## config.mk

```make
export PLATFORM = sky130hd
export DESIGN_NAME = tile_blit_ctrl_flat
export DESIGN_NICKNAME = d
export VERILOG_FILES = /design/src/rtl/tile_blit_if.sv /design/src/rtl/tile_blit_ctrl.sv /design/src/flat_wrapper.sv
export SDC_FILE = /design/constraint.sdc
export NUM_CORES = 1
export LEC_CHECK = 0
export ABC_CLOCK_PERIOD_IN_PS = 2400
export BUFFER_PORTS_ARGS = -buffer_cell sky130_fd_sc_hd__buf_2
export CAP_MARGIN = 20
export CORE_MARGIN = 10
export CORE_UTILIZATION = 50
export CTS_CLUSTER_DIAMETER = 100
export DETAILED_ROUTE_END_ITERATION = 16
export GPL_TIMING_DRIVEN = 0
export PLACE_DENSITY = 0.79
export SYNTH_ARGS = -nofsm -noshare
export SYNTH_HDL_FRONTEND = slang
export SYNTH_SLANG_ARGS = --single-unit
```

## constraint.sdc

```tcl
create_clock -name i_clk -period 2.4 [get_ports i_clk]
set_input_delay 0.12 -clock i_clk [delete_from_list [all_inputs] [get_ports i_clk]]
set_output_delay 0.12 -clock i_clk [all_outputs]
set_load 0.02 [all_outputs]
```

## src/rtl/tile_blit_if.sv

```systemverilog
// Lookup-path and pixel-sink signals between the tile blitter and its neighbours.
// o_read is a one-cycle request for the texel at (o_tile_x,o_tile_y); the coordinate holds until i_valid
// answers (same cycle or later) or the request times out. o_pix_we is a one-cycle write with no backpressure.
interface tile_blit_if #(
  parameter int COORD_W = 10
) ();
  logic [3:0]         o_tile_no;
  logic [1:0]         o_tile_x;
  logic [1:0]         o_tile_y;
  logic [1:0]         o_mirror;
  logic [1:0]         o_rotate;
  logic               o_read;
  logic [23:0]        i_rgb_data;
  logic               i_valid;
  logic               o_pix_we;
  logic [COORD_W-1:0] o_pix_x;
  logic [COORD_W-1:0] o_pix_y;
  logic [23:0]        o_pix_rgb;

  modport master (
    output o_tile_no, o_tile_x, o_tile_y, o_mirror, o_rotate, o_read,
    output o_pix_we, o_pix_x, o_pix_y, o_pix_rgb,
    input  i_rgb_data, i_valid
  );

  modport slave (
    input  o_tile_no, o_tile_x, o_tile_y, o_mirror, o_rotate, o_read,
    input  o_pix_we, o_pix_x, o_pix_y, o_pix_rgb,
    output i_rgb_data, i_valid
  );
endinterface

```

## src/rtl/tile_blit_ctrl.sv

```systemverilog
// Draws one 4x4 tile: walks the 16 tile coordinates in raster order, reads each texel
// from the lookup path and writes it to the pixel sink, with colour-key, timeout and abort.
module tile_blit_ctrl #(
  parameter int          COORD_W         = 10,
  parameter int          TIMEOUT         = 15,
  parameter logic [23:0] TRANSPARENT_KEY = 24'hFF00FF
) (
  input  logic               i_clk,
  input  logic               i_reset,
  input  logic               i_start,
  input  logic               i_abort,
  input  logic [3:0]         i_tile_no,
  input  logic [1:0]         i_mirror,
  input  logic [1:0]         i_rotate,
  input  logic [COORD_W-1:0] i_base_x,
  input  logic [COORD_W-1:0] i_base_y,
  input  logic               i_transparent_en,
  tile_blit_if.master        io_blit,
  output logic               o_busy,
  output logic               o_done,
  output logic               o_err,
  output logic [1:0]         o_dbg_state
);

  typedef enum logic [1:0] {
    S_IDLE  = 2'd0,
    S_ISSUE = 2'd1,
    S_WAIT  = 2'd2,
    S_DONE  = 2'd3
  } state_t;

  localparam logic [7:0] TIMEOUT_M1 = 8'(TIMEOUT - 1);

  state_t             r_state;
  state_t             w_next;
  logic [3:0]         r_tile_no;
  logic [1:0]         r_mirror;
  logic [1:0]         r_rotate;
  logic [COORD_W-1:0] r_base_x;
  logic [COORD_W-1:0] r_base_y;
  logic               r_trans_en;
  logic [1:0]         r_x;
  logic [1:0]         r_y;
  logic [7:0]         r_cnt;
  logic               r_err;
  logic               r_pix_we;
  logic [COORD_W-1:0] r_pix_x;
  logic [COORD_W-1:0] r_pix_y;
  logic [23:0]        r_pix_rgb;

  logic w_start;
  logic w_capture;
  logic w_skip;
  logic w_advance;
  logic w_last;
  logic w_read;
  logic w_done;

  assign w_last    = (r_x == 2'd3) && (r_y == 2'd3);
  assign w_advance = w_capture | w_skip;

  // Abort outranks valid and timeout; valid outranks timeout.
  always_comb begin
    w_next    = r_state;
    w_start   = 1'b0;
    w_capture = 1'b0;
    w_skip    = 1'b0;
    w_read    = 1'b0;
    w_done    = 1'b0;
    case (r_state)
      S_IDLE: begin
        if (i_start && !i_abort) begin
          w_start = 1'b1;
          w_next  = S_ISSUE;
        end
      end
      S_ISSUE: begin
        w_read = 1'b1;
        if (i_abort)              w_next = S_IDLE;
        else if (io_blit.i_valid) w_capture = 1'b1;
        else                      w_next = S_WAIT;
      end
      S_WAIT: begin
        if (i_abort)                   w_next = S_IDLE;
        else if (io_blit.i_valid)      w_capture = 1'b1;
        else if (r_cnt == TIMEOUT_M1)  w_skip = 1'b1;
      end
      S_DONE: begin
        w_done = !i_abort;
        w_next = S_IDLE;
      end
      default: w_next = S_IDLE;
    endcase
    if (w_capture || w_skip) w_next = w_last ? S_DONE : S_ISSUE;
  end

  always_ff @(posedge i_clk) begin
    if (i_reset) begin
      r_state    <= S_IDLE;
      r_tile_no  <= '0;
      r_mirror   <= '0;
      r_rotate   <= '0;
      r_base_x   <= '0;
      r_base_y   <= '0;
      r_trans_en <= 1'b0;
      r_x        <= '0;
      r_y        <= '0;
      r_cnt      <= '0;
      r_err      <= 1'b0;
      r_pix_we   <= 1'b0;
      r_pix_x    <= '0;
      r_pix_y    <= '0;
      r_pix_rgb  <= '0;
    end else begin
      r_state  <= w_next;
      r_pix_we <= 1'b0;
      if (w_start) begin
        r_tile_no  <= i_tile_no;
        r_mirror   <= i_mirror;
        r_rotate   <= i_rotate;
        r_base_x   <= i_base_x;
        r_base_y   <= i_base_y;
        r_trans_en <= i_transparent_en;
        r_x        <= '0;
        r_y        <= '0;
        r_err      <= 1'b0;
      end
      if (r_state == S_ISSUE)     r_cnt <= '0;
      else if (r_state == S_WAIT) r_cnt <= r_cnt + 8'd1;
      // Coordinates and data update even for a keyed-out pixel; only the strobe is held off.
      if (w_capture) begin
        r_pix_we  <= !(r_trans_en && (io_blit.i_rgb_data == TRANSPARENT_KEY));
        r_pix_x   <= r_base_x + COORD_W'(r_x);
        r_pix_y   <= r_base_y + COORD_W'(r_y);
        r_pix_rgb <= io_blit.i_rgb_data;
      end
      if (w_advance) begin
        r_x <= r_x + 2'd1;
        if (r_x == 2'd3) r_y <= r_y + 2'd1;
      end
      if (w_skip) r_err <= 1'b1;
    end
  end

  assign io_blit.o_tile_no = r_tile_no;
  assign io_blit.o_tile_x  = r_x;
  assign io_blit.o_tile_y  = r_y;
  assign io_blit.o_mirror  = r_mirror;
  assign io_blit.o_rotate  = r_rotate;
  assign io_blit.o_read    = w_read;
  assign io_blit.o_pix_we  = r_pix_we;
  assign io_blit.o_pix_x   = r_pix_x;
  assign io_blit.o_pix_y   = r_pix_y;
  assign io_blit.o_pix_rgb = r_pix_rgb;
  assign o_busy            = (r_state != S_IDLE);
  assign o_done            = w_done;
  assign o_err             = r_err;
  assign o_dbg_state       = r_state;

endmodule

```

## src/flat_wrapper.sv

```systemverilog
// flat-port wrapper written by rule: the top's interface ports become plain ports
module tile_blit_ctrl_flat 
#(
  parameter int          COORD_W         = 10,
  parameter int          TIMEOUT         = 15,
  parameter logic [23:0] TRANSPARENT_KEY = 24'hFF00FF
)
  (i_clk, i_reset, i_start, i_abort, i_tile_no, i_mirror, i_rotate, i_base_x, i_base_y, i_transparent_en, o_busy, o_done, o_err, o_dbg_state, io_blit_o_tile_no, io_blit_o_tile_x, io_blit_o_tile_y, io_blit_o_mirror, io_blit_o_rotate, io_blit_o_read, io_blit_o_pix_we, io_blit_o_pix_x, io_blit_o_pix_y, io_blit_o_pix_rgb, io_blit_i_rgb_data, io_blit_i_valid);
  tile_blit_if #(.COORD_W(COORD_W)) io_blit_i ();
  input  logic i_clk;
  input  logic i_reset;
  input  logic i_start;
  input  logic i_abort;
  input  logic [3:0] i_tile_no;
  input  logic [1:0] i_mirror;
  input  logic [1:0] i_rotate;
  input  logic [COORD_W-1:0] i_base_x;
  input  logic [COORD_W-1:0] i_base_y;
  input  logic i_transparent_en;
  output logic o_busy;
  output logic o_done;
  output logic o_err;
  output logic [1:0] o_dbg_state;
  output wire logic [$bits(io_blit_i.o_tile_no)-1:0] io_blit_o_tile_no;
  output wire logic [$bits(io_blit_i.o_tile_x)-1:0] io_blit_o_tile_x;
  output wire logic [$bits(io_blit_i.o_tile_y)-1:0] io_blit_o_tile_y;
  output wire logic [$bits(io_blit_i.o_mirror)-1:0] io_blit_o_mirror;
  output wire logic [$bits(io_blit_i.o_rotate)-1:0] io_blit_o_rotate;
  output wire logic [$bits(io_blit_i.o_read)-1:0] io_blit_o_read;
  output wire logic [$bits(io_blit_i.o_pix_we)-1:0] io_blit_o_pix_we;
  output wire logic [$bits(io_blit_i.o_pix_x)-1:0] io_blit_o_pix_x;
  output wire logic [$bits(io_blit_i.o_pix_y)-1:0] io_blit_o_pix_y;
  output wire logic [$bits(io_blit_i.o_pix_rgb)-1:0] io_blit_o_pix_rgb;
  input wire logic [$bits(io_blit_i.i_rgb_data)-1:0] io_blit_i_rgb_data;
  input wire logic [$bits(io_blit_i.i_valid)-1:0] io_blit_i_valid;
  assign io_blit_o_tile_no = io_blit_i.o_tile_no;
  assign io_blit_o_tile_x = io_blit_i.o_tile_x;
  assign io_blit_o_tile_y = io_blit_i.o_tile_y;
  assign io_blit_o_mirror = io_blit_i.o_mirror;
  assign io_blit_o_rotate = io_blit_i.o_rotate;
  assign io_blit_o_read = io_blit_i.o_read;
  assign io_blit_o_pix_we = io_blit_i.o_pix_we;
  assign io_blit_o_pix_x = io_blit_i.o_pix_x;
  assign io_blit_o_pix_y = io_blit_i.o_pix_y;
  assign io_blit_o_pix_rgb = io_blit_i.o_pix_rgb;
  assign io_blit_i.i_rgb_data = io_blit_i_rgb_data;
  assign io_blit_i.i_valid = io_blit_i_valid;
  tile_blit_ctrl #(.COORD_W(COORD_W), .TIMEOUT(TIMEOUT), .TRANSPARENT_KEY(TRANSPARENT_KEY)) u_core (.i_clk(i_clk), .i_reset(i_reset), .i_start(i_start), .i_abort(i_abort), .i_tile_no(i_tile_no), .i_mirror(i_mirror), .i_rotate(i_rotate), .i_base_x(i_base_x), .i_base_y(i_base_y), .i_transparent_en(i_transparent_en), .io_blit(io_blit_i), .o_busy(o_busy), .o_done(o_done), .o_err(o_err), .o_dbg_state(o_dbg_state));
endmodule
```

==> Word level (Yosys, flattened, before mapping) <==
Cells that the tools add are included.
{ "word_totals": {"output_inout_bits": 63, "input_bits": 58, "reg_bits": 89, "elab_cells": 71} }
{ "classes": {"n_addsub": 5, "n_eq_ne": 10, "n_bitwise": 2, "muxes": 25, "n_reduce_logical": 14} }
{ "ops": {"columns": ["operator", "count"], "rows": [
  ["== test 24 bit (second input constant)", 1],
  ["2-to-1 mux 2 bit", 11],
  ["adder 10 x 2 -> 10 bit", 2],
  ["2-to-1 mux 1 bit", 13],
  ["adder 8 x 1 -> 8 bit (second input constant)", 1],
  ["== test 2 bit (second input constant)", 4],
  ["== test 8 x 4 -> 1 bit (second input constant)", 1],
  ["case mux 2 bit (4 select lines)", 1],
  ["nonzero test 2 bit", 3],
  ["OR reduction 2 bit", 3],
  ["adder 2 x 1 -> 2 bit (second input constant)", 2],
  ["!= test 4 x 3 -> 1 bit (second input constant)", 1],
  ["logical AND 1 bit", 3],
  ["!= test 3 x 1 -> 1 bit (second input constant)", 1],
  ["!= test 3 x 2 -> 1 bit (second input constant)", 1],
  ["AND reduction 3 bit", 1],
  ["== test 2 x 1 -> 1 bit (second input constant)", 1],
  ["zero test 1 bit", 2],
  ["zero test 2 bit", 1],
  ["logical OR 1 bit", 1],
  ["inverter 1 bit", 1],
  ["bitwise OR 1 bit", 1]
]} }

==> Depth between registers and ports, before layout <==
{ "depth": {"ltp_word": 8, "mapped_depth": 8, "ltp_nobuf": 6} }

==> Worst setup path before layout <==
OpenSTA, ideal clock, no wires.
{ "synth_path": {"path_kind": "register to register", "start": "reg u_core.r_state[0] (netlist: u_core.o_dbg_state[0])", "end": "reg u_core.r_y[0] (netlist: u_core.io_blit.o_tile_y[0])", "setup_ns": 0.070, "path_stages_with_launch": 8, "path_buffers": 1, "required_time_ns": 2.330, "t_arrival_ns": 1.823, "synth_period_minus_slack_ns": 1.894, "slack_ns": 0.506, "cell_sequence": "dfxtp_1 > inv_1 > ha_1 > clkbuf_1 > nand2_1 > o31a_1 > or3_1 > a21oi_1"} }
{ "synth_via": {"elab_chain_cells": 5, "elab_cells_between_ends": 11, "classes_between": "eq/ne: 2; mux: 6; bitwise: 1; reduce/logical: 2"} }
{ "synth_rtl": {"columns": ["item", "line_no", "source"], "rows": [
  ["from (decl)", "tile_blit_ctrl.sv:34", "state_t r_state;"],
  ["from (signal assigned)", "tile_blit_ctrl.sv:115", "r_state <= w_next;"],
  ["== test 2 bit, or another cell as far along", "tile_blit_ctrl.sv:70", "case (r_state)"],
  ["OR reduction 2 bit (no line) / 2-to-1 mux 1 bit (equally long branches)", null, null],
  ["2-to-1 mux 1 bit / 2-to-1 mux 2 bit (equally long branches)", null, null],
  ["bitwise OR 1 bit / 2-to-1 mux 2 bit (equally long branches)", "tile_blit_ctrl.sv:60, tile_blit_ctrl.sv:139", null],
  ["2-to-1 mux 2 bit *", "tile_blit_ctrl.sv:137", "if (w_advance) begin"],
  ["to (signal assigned)", "tile_blit_ctrl.sv:139", "if (r_x == 2'd3) r_y <= r_y + 2'd1;"],
  ["to (decl)", "tile_blit_ctrl.sv:43", "logic [1:0] r_y;"]
]} }
Every way passes the cells marked *; elsewhere a longest branch is shown, timed or not.
A chain may end at the register's enable or synchronous reset.

==> Final worst setup path <==
{ "layout_path": {"start": "reg u_core.r_state[0] (netlist: u_core.o_dbg_state[0])", "end": "reg u_core.r_pix_y[7] (netlist: u_core.io_blit.o_pix_y[7])"} }
{ "layout_via": {"elab_chain_cells": 3, "elab_cells_between_ends": 4, "classes_between": "eq/ne: 2; mux: 1; reduce/logical: 1"} }
{ "layout_rtl": {"columns": ["item", "line_no", "source"], "rows": [
  ["== test 2 bit / == test 2 x 1 -> 1 bit (equally long branches)", "tile_blit_ctrl.sv:70", null],
  ["OR reduction 2 bit (no line) *", null, null],
  ["2-to-1 mux 1 bit *", null, null],
  ["to (signal assigned)", "tile_blit_ctrl.sv:134", "r_pix_y <= r_base_y + COORD_W'(r_y);"],
  ["to (decl)", "tile_blit_ctrl.sv:48", "logic [COORD_W-1:0] r_pix_y;"]
]} }
Marks and branches as above.

==> run_results.csv <==
group,metric,value,unit
synth,synth_nets,528,
setup_path,worstPathMaxFanout,10,
floorplanning,rows,31,
cells_and_area,nets,674,
timing,whs,0.001509,ns
min_path,hold_path_class,"in2reg",
timing,fin_crit_sh,92.72,%
timing,relSlewSlack,59.90,%
synth,synth_area_leaders,"dfxtp_1 48%, nand2_1 13%, a21oi_1 8.9%",
route,routedWlPerCell,15.27,µm
floorplanning,die_w,106.3,µm
synth,syn_area,3725,µm²
setup_path,ff2ff_setup_slack,0.17,ns
timing,fin_setup_tns,0,ns
setup_path,worstSetupPathType,"reg2reg",
synth,ys_seq_elements,89,
placed_design,gp_congestion,0.8191,
grt,grtUsageTotal,18.81,%
route,num_vias,3637,
route,finalWirelength,10.77,mm
timing,post-route-min-period,2.225,ns
clock_tree,h-tree-depth,3,
min_path,holdCritStartpoint,"i_base_y[5]",
timing,hold_viol,0,
clock_tree,cts_made_buffers,9,
floorplanning,dieHeight,106.3,µm
synth,yosysTopAreaCellShare,47.83,%
synth,syn_inst,455,
route,ant_nets,0,
setup_path,rr_worst_depth,7,
grt,grt_max_degree,17,
route,drtIter0Drc,154,
min_path,min_to,"u_core.r_base_y[5]$_SDFFE_PP0P_",
clock_tree,cts_root_buffer,"clkbuf_8",
clock_tree,cts.sink_count,89,
grt,grt_overflow,0,
synth,yosys.area.top_type,"dfxtp_1",
cells_and_area,syn2layout_area_growth,29.83,%
route,vias_per_cell,5.159,
floorplanning,die-area,11300,µm²
route,dr.pass1.iters,5,
placed_design,portBuffers,118,
setup_path,worst_setup_path_start_kind,"flip-flop",
timing,fmax,0.4494,GHz
synth,synth.avg_cell_area,8.186,µm²
clock_tree,cts_tree,"built",
setup_path,crit_path_end_kind,"flip-flop",
power,power_leakage,1.989,nW
power,vdd_drop_max,0.0004798,V
power,cellPowerDensity,872.4,nW/µm²
cells_and_area,layout-drive-gt1-share,23.43,%
cells_and_area,antenna-diode-count,0,
synth,synthTopCellsByCount,"128 x nand2_1, 89 x dfxtp_1, 66 x a21oi_1",
clock_tree,cts_buffer_depth,2,
synth,async_flop_share,0,%
timing,drv_slew,0,
grt,grt_pass1_vias,3696,
setup_path,r2r_end,"u_core.io_blit.o_pix_y[7]$_SDFFE_PP0P_",
timing,grt_setup_unrepaired,"no",
synth,synth_most_common_cell,"nand2_1",
synth,yosys.cell_types.count,39,
timing,setup_violations,0,
setup_path,arrival,2.48,ns
synth,synth_warnings,0,
placed_design,post-dp-hpwl,8.023,mm
clock_tree,insertion_delay,0.35,ns
setup_path,reg2reg_from,"u_core.o_dbg_state[0]$_SDFFE_PP0P_",
timing,worst_pin_slew,0.6015,ns
timing,fin_skew,0.008154,ns
grt,antenna_found_initial,0,
min_path,hold_depth,3,
synth,ys.flop_type,"dfxtp_1",
synth,synth-edff-count,0,
status,status,"finished clean",
setup_path,worst_ep_required_time,2.66,ns
floorplanning,io_pins,121,
run,drv_cap,0,
floorplanning,coreArea,7253,µm²
synth,yosysSeqAreaShare,47.83,%
clock_tree,clk_pin_slew_worst_paths,0.09,ns
floorplanning,start_util,51.35,%
grt,grt_pass1_wl,17.52,mm
route,drcViolationCount,0,
==> where the power goes <==
part           switching [mW]  internal (mW)
sequential              0.143           1.68
clock                   0.547          0.595
combinational           0.819          0.440
total                    1.51           2.71
==> final cells by class <==
class	count	area (µm²)
plain buffers	28	107.6
clock buffers	9	123.9
clock inverters	7	101.3
fillers	612	2417
inverters	6	22.52
multi-input cells	332	1814
flip-flops and latches	89	1782
well taps	99	123.9
repair buffers	135	760.7
==> sequential cells by signal, indices dropped and copies added (netlist names) <==
name                      flops
u_core.io_blit.o_mirror       2
u_core.io_blit.o_pix_rgb     24
u_core.io_blit.o_pix_we       1
u_core.io_blit.o_pix_x       10
u_core.io_blit.o_pix_y       10
u_core.io_blit.o_rotate       2
u_core.io_blit.o_tile_no      4
u_core.io_blit.o_tile_x       2
u_core.io_blit.o_tile_y       2
u_core.o_dbg_state            2
u_core.o_err                  1
u_core.r_base_x              10
u_core.r_base_y              10
u_core.r_cnt                  8
u_core.r_trans_en             1
==> per-stage QoR <==
stage               instances  power [mW]  util (%)  instance area [µm²]  setup slack (ns)
floorplan                 455       2.652         -                 3725            0.5062
global placement          672       3.031     61.20                 4439            0.2921
detailed placement        672       3.079     61.20                 4439            0.2222
CTS                       703       4.238     66.38                 4815            0.1477
global route              705       4.469     66.67                 4836           0.05023
finish                    705       4.219     66.67                 4836            0.1747
==> worst max path at each step <==
| stage | start | slack, ns | end | cells past startpoint |
|---|---|---|---|---|
| floorplan | u_core.o_dbg_state[0]$_SDFFE_PP0P_ | 0.51 | u_core.io_blit.o_tile_y[0]$_SDFF_PP0_ | 7 |
| global placement | u_core.o_dbg_state[0]$_SDFFE_PP0P_ | 0.29 | u_core.r_base_y[5]$_SDFFE_PP0P_ | 8 |
| detailed placement | u_core.o_dbg_state[0]$_SDFFE_PP0P_ | 0.22 | u_core.r_base_y[5]$_SDFFE_PP0P_ | 8 |
| CTS | u_core.o_dbg_state[0]$_SDFFE_PP0P_ | 0.15 | u_core.io_blit.o_pix_y[7]$_SDFFE_PP0P_ | 7 |
| global route | u_core.o_dbg_state[0]$_SDFFE_PP0P_ | 0.05 | u_core.io_blit.o_pix_y[5]$_SDFFE_PP0P_ | 7 |
| finish | u_core.o_dbg_state[0]$_SDFFE_PP0P_ | 0.17 | u_core.io_blit.o_pix_y[7]$_SDFFE_PP0P_ | 7 |
==> per-layer routing <==
metal,global-route usage (%),vias to the layer above,share of wire [%]
met5,0,-,0
met4,6.383,0,1.5
met3,5.676,12,7.1
met2,33.39,109,50
met1,20.90,1698,42
li1,-,1818,-
==> cells in the final DEF (no fill, tap or decap), types with 2 or more instances in the layout <==
| cell | n |
|---|---|
| xor2_1 | 12 |
| clkinvlp_4 | 2 |
| nand3_1 | 12 |
| nand2_1 | 128 |
| a211oi_1 | 17 |
| xnor2_1 | 9 |
| or3_1 | 5 |
| nand4_1 | 5 |
| inv_1 | 6 |
| nor2b_1 | 2 |
| dfxtp_1 | 89 |
| o21ai_0 | 3 |
| and2_1 | 2 |
| clkbuf_8 | 9 |
| nor3_1 | 6 |
| ha_1 | 13 |
| and4_1 | 2 |
| bufinv_16 | 2 |
| nor2_1 | 28 |
| o31a_1 | 2 |
| fa_1 | 2 |
| a21oi_1 | 66 |
| clkbuf_1 | 25 |
| buf_2 | 119 |
| dlygate4sd3_1 | 17 |
| o211ai_1 | 2 |
| inv_6 | 2 |
==> timing repair <==
action,4_1_cts,5_1_grt
resized for setup,0,2
buffers inserted,0,0
hold buffers,15,2
endpoints found under the setup margin,0,5
hold endpoints to repair,15,2
==> worst max-delay path: stages, from the launching register on <==
cell,delay (ns)
dfxtp_1,0.40
inv_1,0.12
ha_1,0.34
nand2_1,0.06
nor2_1,0.42
clkbuf_1,0.45
nor2_1,0.08
a211oi_1,0.26
==> cell families (layout without fill, tap and decap cells) <==
group	after synthesis	after routing	share of synthesized area (%)
AO/OA/AOI/OAI	97	97	15.35
buffers and inverters	34	185	3.459
XOR/XNOR	21	21	4.938
adder cells (fa/ha/maj)	15	15	5.442
AND/OR/NAND/NOR	199	199	22.98
flip-flops	89	89	47.83
Note: power is estimated with default switching activity, not from simulation.
